## src/rtl/dcache_control.sv

```systemverilog
// dcache_control: sequencing FSM for a 2-way set-associative write-back data
// cache. Chooses between hit service, dirty-victim writeback and line fill,
// drives the datapath strobes, and keeps saturating performance counters.
module dcache_control #(
  parameter int CNT_W = 32
) (
  input  logic             clk,
  input  logic             rst,
  input  logic             mem_read,
  input  logic             mem_write,
  output logic             mem_resp,
  input  logic             hit_any,
  input  logic             dirty,
  output logic             load_data,
  output logic             valid_in,
  output logic             load_waddr,
  output logic             pmem_read,
  output logic             pmem_write,
  input  logic             pmem_resp,
  input  logic             perf_clr,
  output logic [CNT_W-1:0] hit_cnt,
  output logic [CNT_W-1:0] miss_cnt,
  output logic [CNT_W-1:0] wb_cnt
);

  typedef enum logic [1:0] {
    CHECK     = 2'd0,
    WRITEBACK = 2'd1,
    FILL      = 2'd2
  } state_t;

  state_t state;
  state_t next_state;

  // High during the single CHECK cycle that follows a miss; that cycle's hit
  // only completes the missed request and must not be counted as a hit.
  logic after_miss;

  logic req;
  logic count_hit;
  logic count_miss;
  logic count_wb;

  // A simultaneous read and write is treated as a write; the sequencing is
  // identical for both, so only "some request is pending" matters here.
  assign req = mem_read | mem_write;

  assign count_hit  = (state == CHECK) && req && hit_any && !after_miss;
  assign count_miss = (state == CHECK) && req && !hit_any;
  assign count_wb   = count_miss && dirty;

  // Saturating increment so counters stick at all-ones instead of wrapping.
  function automatic logic [CNT_W-1:0] sat_inc(input logic [CNT_W-1:0] value,
                                               input logic             enable);
    if (enable && (value != '1)) begin
      return value + CNT_W'(1);
    end
    return value;
  endfunction

  // Next-state selection: a miss picks writeback first if the victim is dirty.
  always_comb begin
    next_state = state;
    case (state)
      CHECK: begin
        if (req && !hit_any) begin
          next_state = dirty ? WRITEBACK : FILL;
        end
      end
      WRITEBACK: begin
        if (pmem_resp) begin
          next_state = FILL;
        end
      end
      FILL: begin
        if (pmem_resp) begin
          next_state = CHECK;
        end
      end
      default: next_state = CHECK;
    endcase
  end

  // Mealy output decode; gated by reset so everything is quiet while held.
  always_comb begin
    mem_resp   = 1'b0;
    load_data  = 1'b0;
    valid_in   = 1'b0;
    load_waddr = 1'b0;
    pmem_read  = 1'b0;
    pmem_write = 1'b0;
    if (rst) begin
      case (state)
        CHECK: begin
          mem_resp = req && hit_any;
        end
        WRITEBACK: begin
          pmem_write = 1'b1;
          load_waddr = 1'b1;
        end
        FILL: begin
          pmem_read = 1'b1;
          valid_in  = 1'b1;
          load_data = pmem_resp;
        end
        default: ;
      endcase
    end
  end

  // State register plus the one-cycle "just returned from a miss" marker.
  always_ff @(posedge clk or negedge rst) begin
    if (!rst) begin
      state      <= CHECK;
      after_miss <= 1'b0;
    end else begin
      state      <= next_state;
      after_miss <= (state != CHECK);
    end
  end

  // Performance counters; a clear request overrides any same-cycle increment.
  always_ff @(posedge clk or negedge rst) begin
    if (!rst) begin
      hit_cnt  <= '0;
      miss_cnt <= '0;
      wb_cnt   <= '0;
    end else if (perf_clr) begin
      hit_cnt  <= '0;
      miss_cnt <= '0;
      wb_cnt   <= '0;
    end else begin
      hit_cnt  <= sat_inc(hit_cnt, count_hit);
      miss_cnt <= sat_inc(miss_cnt, count_miss);
      wb_cnt   <= sat_inc(wb_cnt, count_wb);
    end
  end

endmodule

```

## config.mk

```make
export PLATFORM = sky130hd
export DESIGN_NAME = dcache_control
export DESIGN_NICKNAME = d
export VERILOG_FILES = /design/src/rtl/dcache_control.sv
export SDC_FILE = /design/constraint.sdc
export NUM_CORES = 1
export LEC_CHECK = 0
export CAP_MARGIN = 25
export CORE_MARGIN = 5
export CORE_UTILIZATION = 35
export CTS_BUF_LIST = sky130_fd_sc_hd__clkbuf_8
export DETAILED_ROUTE_END_ITERATION = 6
export GPL_TIMING_DRIVEN = 0
export REMOVE_ABC_BUFFERS = 1
export SLEW_MARGIN = 10
export SYNTH_ARGS = -nofsm -noshare
export SYNTH_HDL_FRONTEND = slang
export SYNTH_SLANG_ARGS = --single-unit
```

## constraint.sdc

```tcl
create_clock -name clk -period 2.5 [get_ports clk]
set_clock_uncertainty 0.1 [all_clocks]
set_input_delay 0.25 -clock clk [delete_from_list [all_inputs] [get_ports clk]]
set_output_delay 0.25 -clock clk [all_outputs]
set_load 0.01 [all_outputs]
```

==> results of run 1 <==
-- power groups by stage --
stage / clock network [mW] / registers, mW / logic, mW
detailed placement: 0 / 1.69 / 0.381
global placement: 0 / 1.69 / 0.346
finish: 1.01 / 1.66 / 0.426
floorplan: 0 / 1.69 / 0.164
CTS: 1.06 / 1.66 / 0.412
global route: 1.12 / 1.67 / 0.466
-- worst max-delay path: cells and delay by family (launching register included) --
kind | cells | cell delay [ns]
muxes | 1 | 0.17
and+or+nand+nor | 5 | 1.21
DFF | 1 | 0.45
buffers and inverters | 1 | 0.34
-- metal layers --
layer	up-vias	GRT usage (%)
met5	-	0
li1	2177	-
met4	0	5.83
met2	110	23.4
met1	2156	22.0
met3	17	3.32
-- placed cells by master, fill, tap and decap left out, drive strengths merged, types with 5 or more instances in the layout --
cell           netlist  routed
and3                16      16
and2                 6       6
xnor2               29      29
or3                 10      10
nor3                20      20
nor2b                5       5
xor2                53      53
o21ai                9       9
buf                  7      16
a21oi                7       7
nand2               47      47
dfrtp               99      99
nor4                14      14
clkbuf              14      13
nor2               110     110
nand4               34      34
nand3               47      47
inv                  8      10
clkdlybuf4s50        0     107
-- final timing paths --
kind | start | end | slack [ns]
min reg2reg | state[1] | state[1] | 0.40
min in group asynchronous | rst | wb_cnt[8] | 0.45
min | perf_clr | wb_cnt[8] | 0.24
max in group asynchronous | rst | miss_cnt[0] | 1.01
max | miss_cnt[3] | miss_cnt[31] | 0.10
max reg2reg | miss_cnt[3] | miss_cnt[31] | 0.10
-- kinds of logic (layout without fill, tap and decap cells) --
family          count (synthesis)  in the layout  synth area share [%]
buf+inv                        29            150                  2.41
compound gates                 22             22                  2.72
fa+ha+maj                       3              3                 0.723
xor+xnor                       82             82                  13.8
simple gates                  329            329                  31.6
mux                             5              5                  1.04
flops                          99             99                  47.7
-- sequential cells by signal, indices dropped and copies added, names as in the netlist --
register / count
hit_cnt: 32
miss_cnt: 32
wb_cnt: 32
state: 2
after_miss: 1
-- stage by stage --
stage | cells | setup WS, ns
floorplan | 548 | -0.339
global placement | 841 | -3.32
detailed placement | 846 | -0.515
CTS | 872 | -0.00800
global route | 874 | -0.0523
finish | 874 | 0.102
-- area by class of cell --
class | instances | area (um^2) | share of cell area (%)
multi-input combinational | 441 | 2680 | 38.6
sequential | 99 | 2480 | 35.8
timing repair buffer | 126 | 1330 | 19.1
tap | 184 | 230 | 3.32
clock buffer | 13 | 179 | 2.58
inverter | 8 | 30.0 | 0.433
clock inverter | 3 | 12.5 | 0.181
-- timing repair --
item                                    4_1_cts  5_1_grt
hold buffers                                  5        0
pin swaps                                     2        2
setup buffers                                 5        2
endpoints found under the hold margin        46        0
resized for setup                             6        8
endpoints found under the setup margin       48       38
==> flow_summary.toml, run 1 <==
[logic_synthesis]
synth_area_leader_cell = "dfrtp_1"
yosysSeqAreaShare_pct = 47.7
synth-seq-cells = 99
synthFlopType = "dfrtp_1"
synth_most_common_cell = "nor2_1"
avgSynthCellArea_um2 = 9.13
yosys-top-cells-count = "110 x nor2_1, 99 x dfrtp_1, 53 x xor2_1, 47 x nand2_1, 47 x nand3_1"
syn-cell-area_um2 = 5190
ys_types = 40
synth_top_cell_area_share_pct = 47.7
ys_async_sr_fraction_pct = 100
synth_edf_count = 0
netlist_instances = 569
ys_top_cells_by_area = "dfrtp_1 48%, xor2_1 8.9%, nor2_1 8.0%"
yosysWarnings = 0

[timing]
grt_setup_unrepaired = "true"
min_period_ns = 2.40
holdWs_ns = 0.236
max_freq_mhz = 417
relSlewSlack_pct = 44.7
drv_slew = 0
setup_viol = 0
post-route-period-util_pct = 95.9
tightest_slew_ns = 0.822
setup_tns_ns = 0
finalHoldViolCount = 0

[power]
clockPowerShare_pct = 32.5
power.switching_mw = 0.822
powerDensity_nw_per_um2 = 447
internal_power_mw = 2.28
power_frac_seq_pct = 53.7
ir_worst_vdd_mv = 0.246
netSwitchingFraction_pct = 26.5
pwr-share-comb_pct = 13.8
p_leak_nw = 2.73
power_mw = 3.10

[setup_path]
reg2regPathDepth = 7
crit_fanout = 7
path_cells = "nand4_1, nor4_1, clkdlybuf4s18_2, and2_1, nand3_1, mux2i_1, nor2_1"
cp-end-kind = "flop"
critPathArrivalTime_ns = 2.54
slowest_stage = "nor4_1"
critPathKind = "flop to flop"
crit_required_ns = 2.64
critical_path.startpoint_type = "flop"
max_stage_delay_ns = 0.52

[cts]
cts_root_buf = "clkbuf_8"
clk_pin_slew_worst_paths_ns = 0.10
cts_htree_levels = 3
cts.sinks = 99
cts_buffer_depth = 2
cts_buffers = 9
cts_tree = "built"
clkLatencyLatePin_ns = 0.37

[layout]
design_area_um2 = 6930
fillers = 1408
layout-drive-gt1-share_pct = 7.54
diodes = 0
final_util_pct = 47.7
area_delta_synth_final_pct = 33.5
fin_nets = 696

[place]
place.gp.congestion = 0.790
numPortBuffers = 109
dp_hpwl_um = 9480
post_dp_cell_area_um2 = 6510

[min_path]
min_path_cells = 2
hold_class = "input pin to flop"

[global_routing]
grt_pass1_vias = 4458
grt_max_degree = 55
overflow = 0
globalRouteTotalUtil_pct = 15.5
antenna_found_initial = 0
grt_pass1_wl_um = 22800

[route]
route.vias.total = 4460
drc = 0
route.met3.wl_um = 612
wl_um = 13500
ant_nets = 0
wire_per_inst_um = 15.4
viasPerCell = 5.10
wl_met1_um = 6470
highest_layer = "met4"
wl_met2_um = 6150
initialDrtViolationCount = 282
firstDrtPassIters = 4

[die]
die_w_um = 132
ioPinCount = 110
row_count = 44
die_h_um = 132
core_um2 = 14500
die_area_um2 = 17400
start_util_pct = 35.7

[outcome]
outcome = "completed"

[run]
drv_cap = 0
(Power assumes the default switching activity.)
==> run 2, diff against run 1 <==
--- a/config.mk
+++ b/config.mk
@@ -5,7 +5,7 @@
 export SDC_FILE = /design/constraint.sdc
 export NUM_CORES = 1
 export LEC_CHECK = 0
-export CAP_MARGIN = 25
+export CAP_MARGIN = 20
 export CORE_MARGIN = 5
 export CORE_UTILIZATION = 35
 export CTS_BUF_LIST = sky130_fd_sc_hd__clkbuf_8
==> run 2 against run 1 <==
Core utilization is 0.25 points lower. Critical path depth stayed put. Die area stayed put. Power is 2.2% lower. Clock power is 7% lower. Global-route usage hardly changed. Flip-flop and latch count stayed put. Count of clock-buffer cells in the layout is 2 lower. Final cell count is 0.23% lower. Critical endpoint is now miss_cnt[6]. Critical path type unchanged.
==> flow_summary.toml, run 2 (synthesis gave the netlist of run 1 again) <==
[route]
wire_per_inst_um = 15.3
wl_um = 13400
firstDrtPassIters = 4
viasPerCell = 5.13
route.vias.total = 4471
drc = 0
initialDrtViolationCount = 231
ant_nets = 0

[global_routing]
grt_pass1_vias = 4457
grt_max_degree = 55
use_met2_pct = 23.7
grtUsageMet3_pct = 3.28
grt_use_met1_pct = 21.7
overflow = 0
grt.busiest_layer = "met2"
antenna_found_initial = 0
grt_pass1_wl_um = 22700
globalRouteTotalUtil_pct = 15.5

[setup_path]
cp-end-kind = "flop"
crit_fanout = 8
critPathKind = "flop to flop"
crit_required_ns = 2.65
r2r-start = "miss_cnt[3]"
critical_path.startpoint_type = "flop"
startpoint = "miss_cnt[3]"
critPathArrivalTime_ns = 2.53
rrSetupSlack_ns = 0.12
reg2reg_to = "miss_cnt[6]"
reg2regPathDepth = 7
cp-endpoint = "miss_cnt[6]"

[timing]
setup_viol = 0
post-route-period-util_pct = 95.2
relSlewSlack_pct = 41.3
max_freq_mhz = 420
grt_setup_unrepaired = "true"
fin_ws_ns = 0.120
finalHoldViolCount = 0
min_period_ns = 2.38
holdWs_ns = 0.238
tightest_slew_ns = 0.872
drv_slew = 0

[power]
netSwitchingFraction_pct = 26.9
clockPowerShare_pct = 31.1
ir_worst_vdd_mv = 0.213
power_frac_seq_pct = 54.9
p_leak_nw = 2.70
power.switching_mw = 0.815
pwr-share-comb_pct = 14.0
power_mw = 3.03
internal_power_mw = 2.22
powerDensity_nw_per_um2 = 440

[cts]
cts_htree_levels = 3
cts_buffers = 9
cts_buffer_depth = 2
cts_root_buf = "clkbuf_8"
cts.sinks = 99
cts_tree = "built"
clkLatencyLatePin_ns = 0.36
clk_pin_slew_worst_paths_ns = 0.09

[place]
numPortBuffers = 109
dp_slack_ns = -0.501
place.gp.congestion = 0.790
placed_cells = 845
dp_hpwl_um = 9490

[layout]
instances_no_fill = 872
layout-drive-gt1-share_pct = 7.13
area_delta_synth_final_pct = 32.8
final_cell_mix = "110 x nor2_1, 107 x clkdlybuf4s50_1, 98 x dfrtp_1"
fin_nets = 693
final_util_pct = 47.4
fillers = 1401
top_regs = "hit_cnt: 32 flops, miss_cnt: 32 flops, wb_cnt: 32 flops"
final_common_cell = "nor2_1"

[run]
drv_cap = 0

[die]
core_um2 = 14500
die_h_um = 132
die_area_um2 = 17400
row_count = 44
die_w_um = 132
ioPinCount = 110
start_util_pct = 35.7

[min_path]
hold_class = "input pin to flop"

[outcome]
outcome = "completed"
==> run 2: how the worst min path moves through the flow <==
stage                         from          to  slack (ns)  cells after the start
final                     perf_clr   wb_cnt[7]        0.24                      2
after global routing      perf_clr  wb_cnt[11]        0.25                      2
after CTS                 perf_clr   wb_cnt[8]        0.23                      2
after detailed placement       rst   wb_cnt[5]        0.12                      1
after global placement    state[1]    state[1]        0.36                      1
after floorplan                rst  after_miss       -0.15                      0
==> run 2: timing repair <==
item | 4_1_cts | 5_1_grt
pin swaps | 4 | 2
buffers inserted | 3 | 2
endpoints found under the hold margin | 46 | 0
endpoints found under the setup margin | 63 | 44
gates resized for setup | 6 | 9
hold buffers | 5 | 0
==> run 2: layout make-up <==
| cell class | instances | area [um^2] | area share, % |
|---|---|---|---|
| Timing Repair Buffer | 123 | 1300 | 18.9 |
| Multi-Input combinational cell | 441 | 2680 | 38.9 |
| Antenna cell | 1 | 2.50 | 0.0363 |
| Sequential cell | 99 | 2480 | 36.0 |
| Inverter | 8 | 30.0 | 0.436 |
| Tap cell | 184 | 230 | 3.34 |
| Clock inverter | 5 | 21.3 | 0.309 |
| Clock buffer | 11 | 151 | 2.20 |
==> run 2: metal layers <==
metal,wire (um),up-vias
met4,244,0
met3,626,17
met5,0,-
met2,6270,110
met1,6220,2159
li1,-,2185
==> run 2: critical path, cell delays in order, from the launching register on <==
cell and delay (ns):
dfrtp_1 0.46, nand4_1 0.34, or4_4 0.67, o31ai_4 0.17, buf_4 0.19, or3_1 0.13
xor2_1 0.14, nor2_1 0.05
==> run 2: metrics by stage <==
| stage | TNS [ns] | instance area (um^2) |
|---|---|---|
| 5_1_grt | -0.102 | 6890 |
| 3_5_place_dp | -7.14 | 6500 |
| 3_3_place_gp | -424.09 | 6420 |
| 4_1_cts | -0.0464 | 6830 |
| 6_report | 0 | 6890 |
| 2_1_floorplan | -4.59 | 5100 |
==> run 2: power by group through the flow <==
| stage | logic (mW) | registers, mW | clock network, mW |
|---|---|---|---|
| 5_1_grt | 0.464 | 1.67 | 1.06 |
| 2_1_floorplan | 0.164 | 1.69 | 0 |
| 3_3_place_gp | 0.346 | 1.69 | 0 |
| 4_1_cts | 0.408 | 1.66 | 1.01 |
| 6_report | 0.423 | 1.66 | 0.943 |
| 3_5_place_dp | 0.381 | 1.69 | 0 |
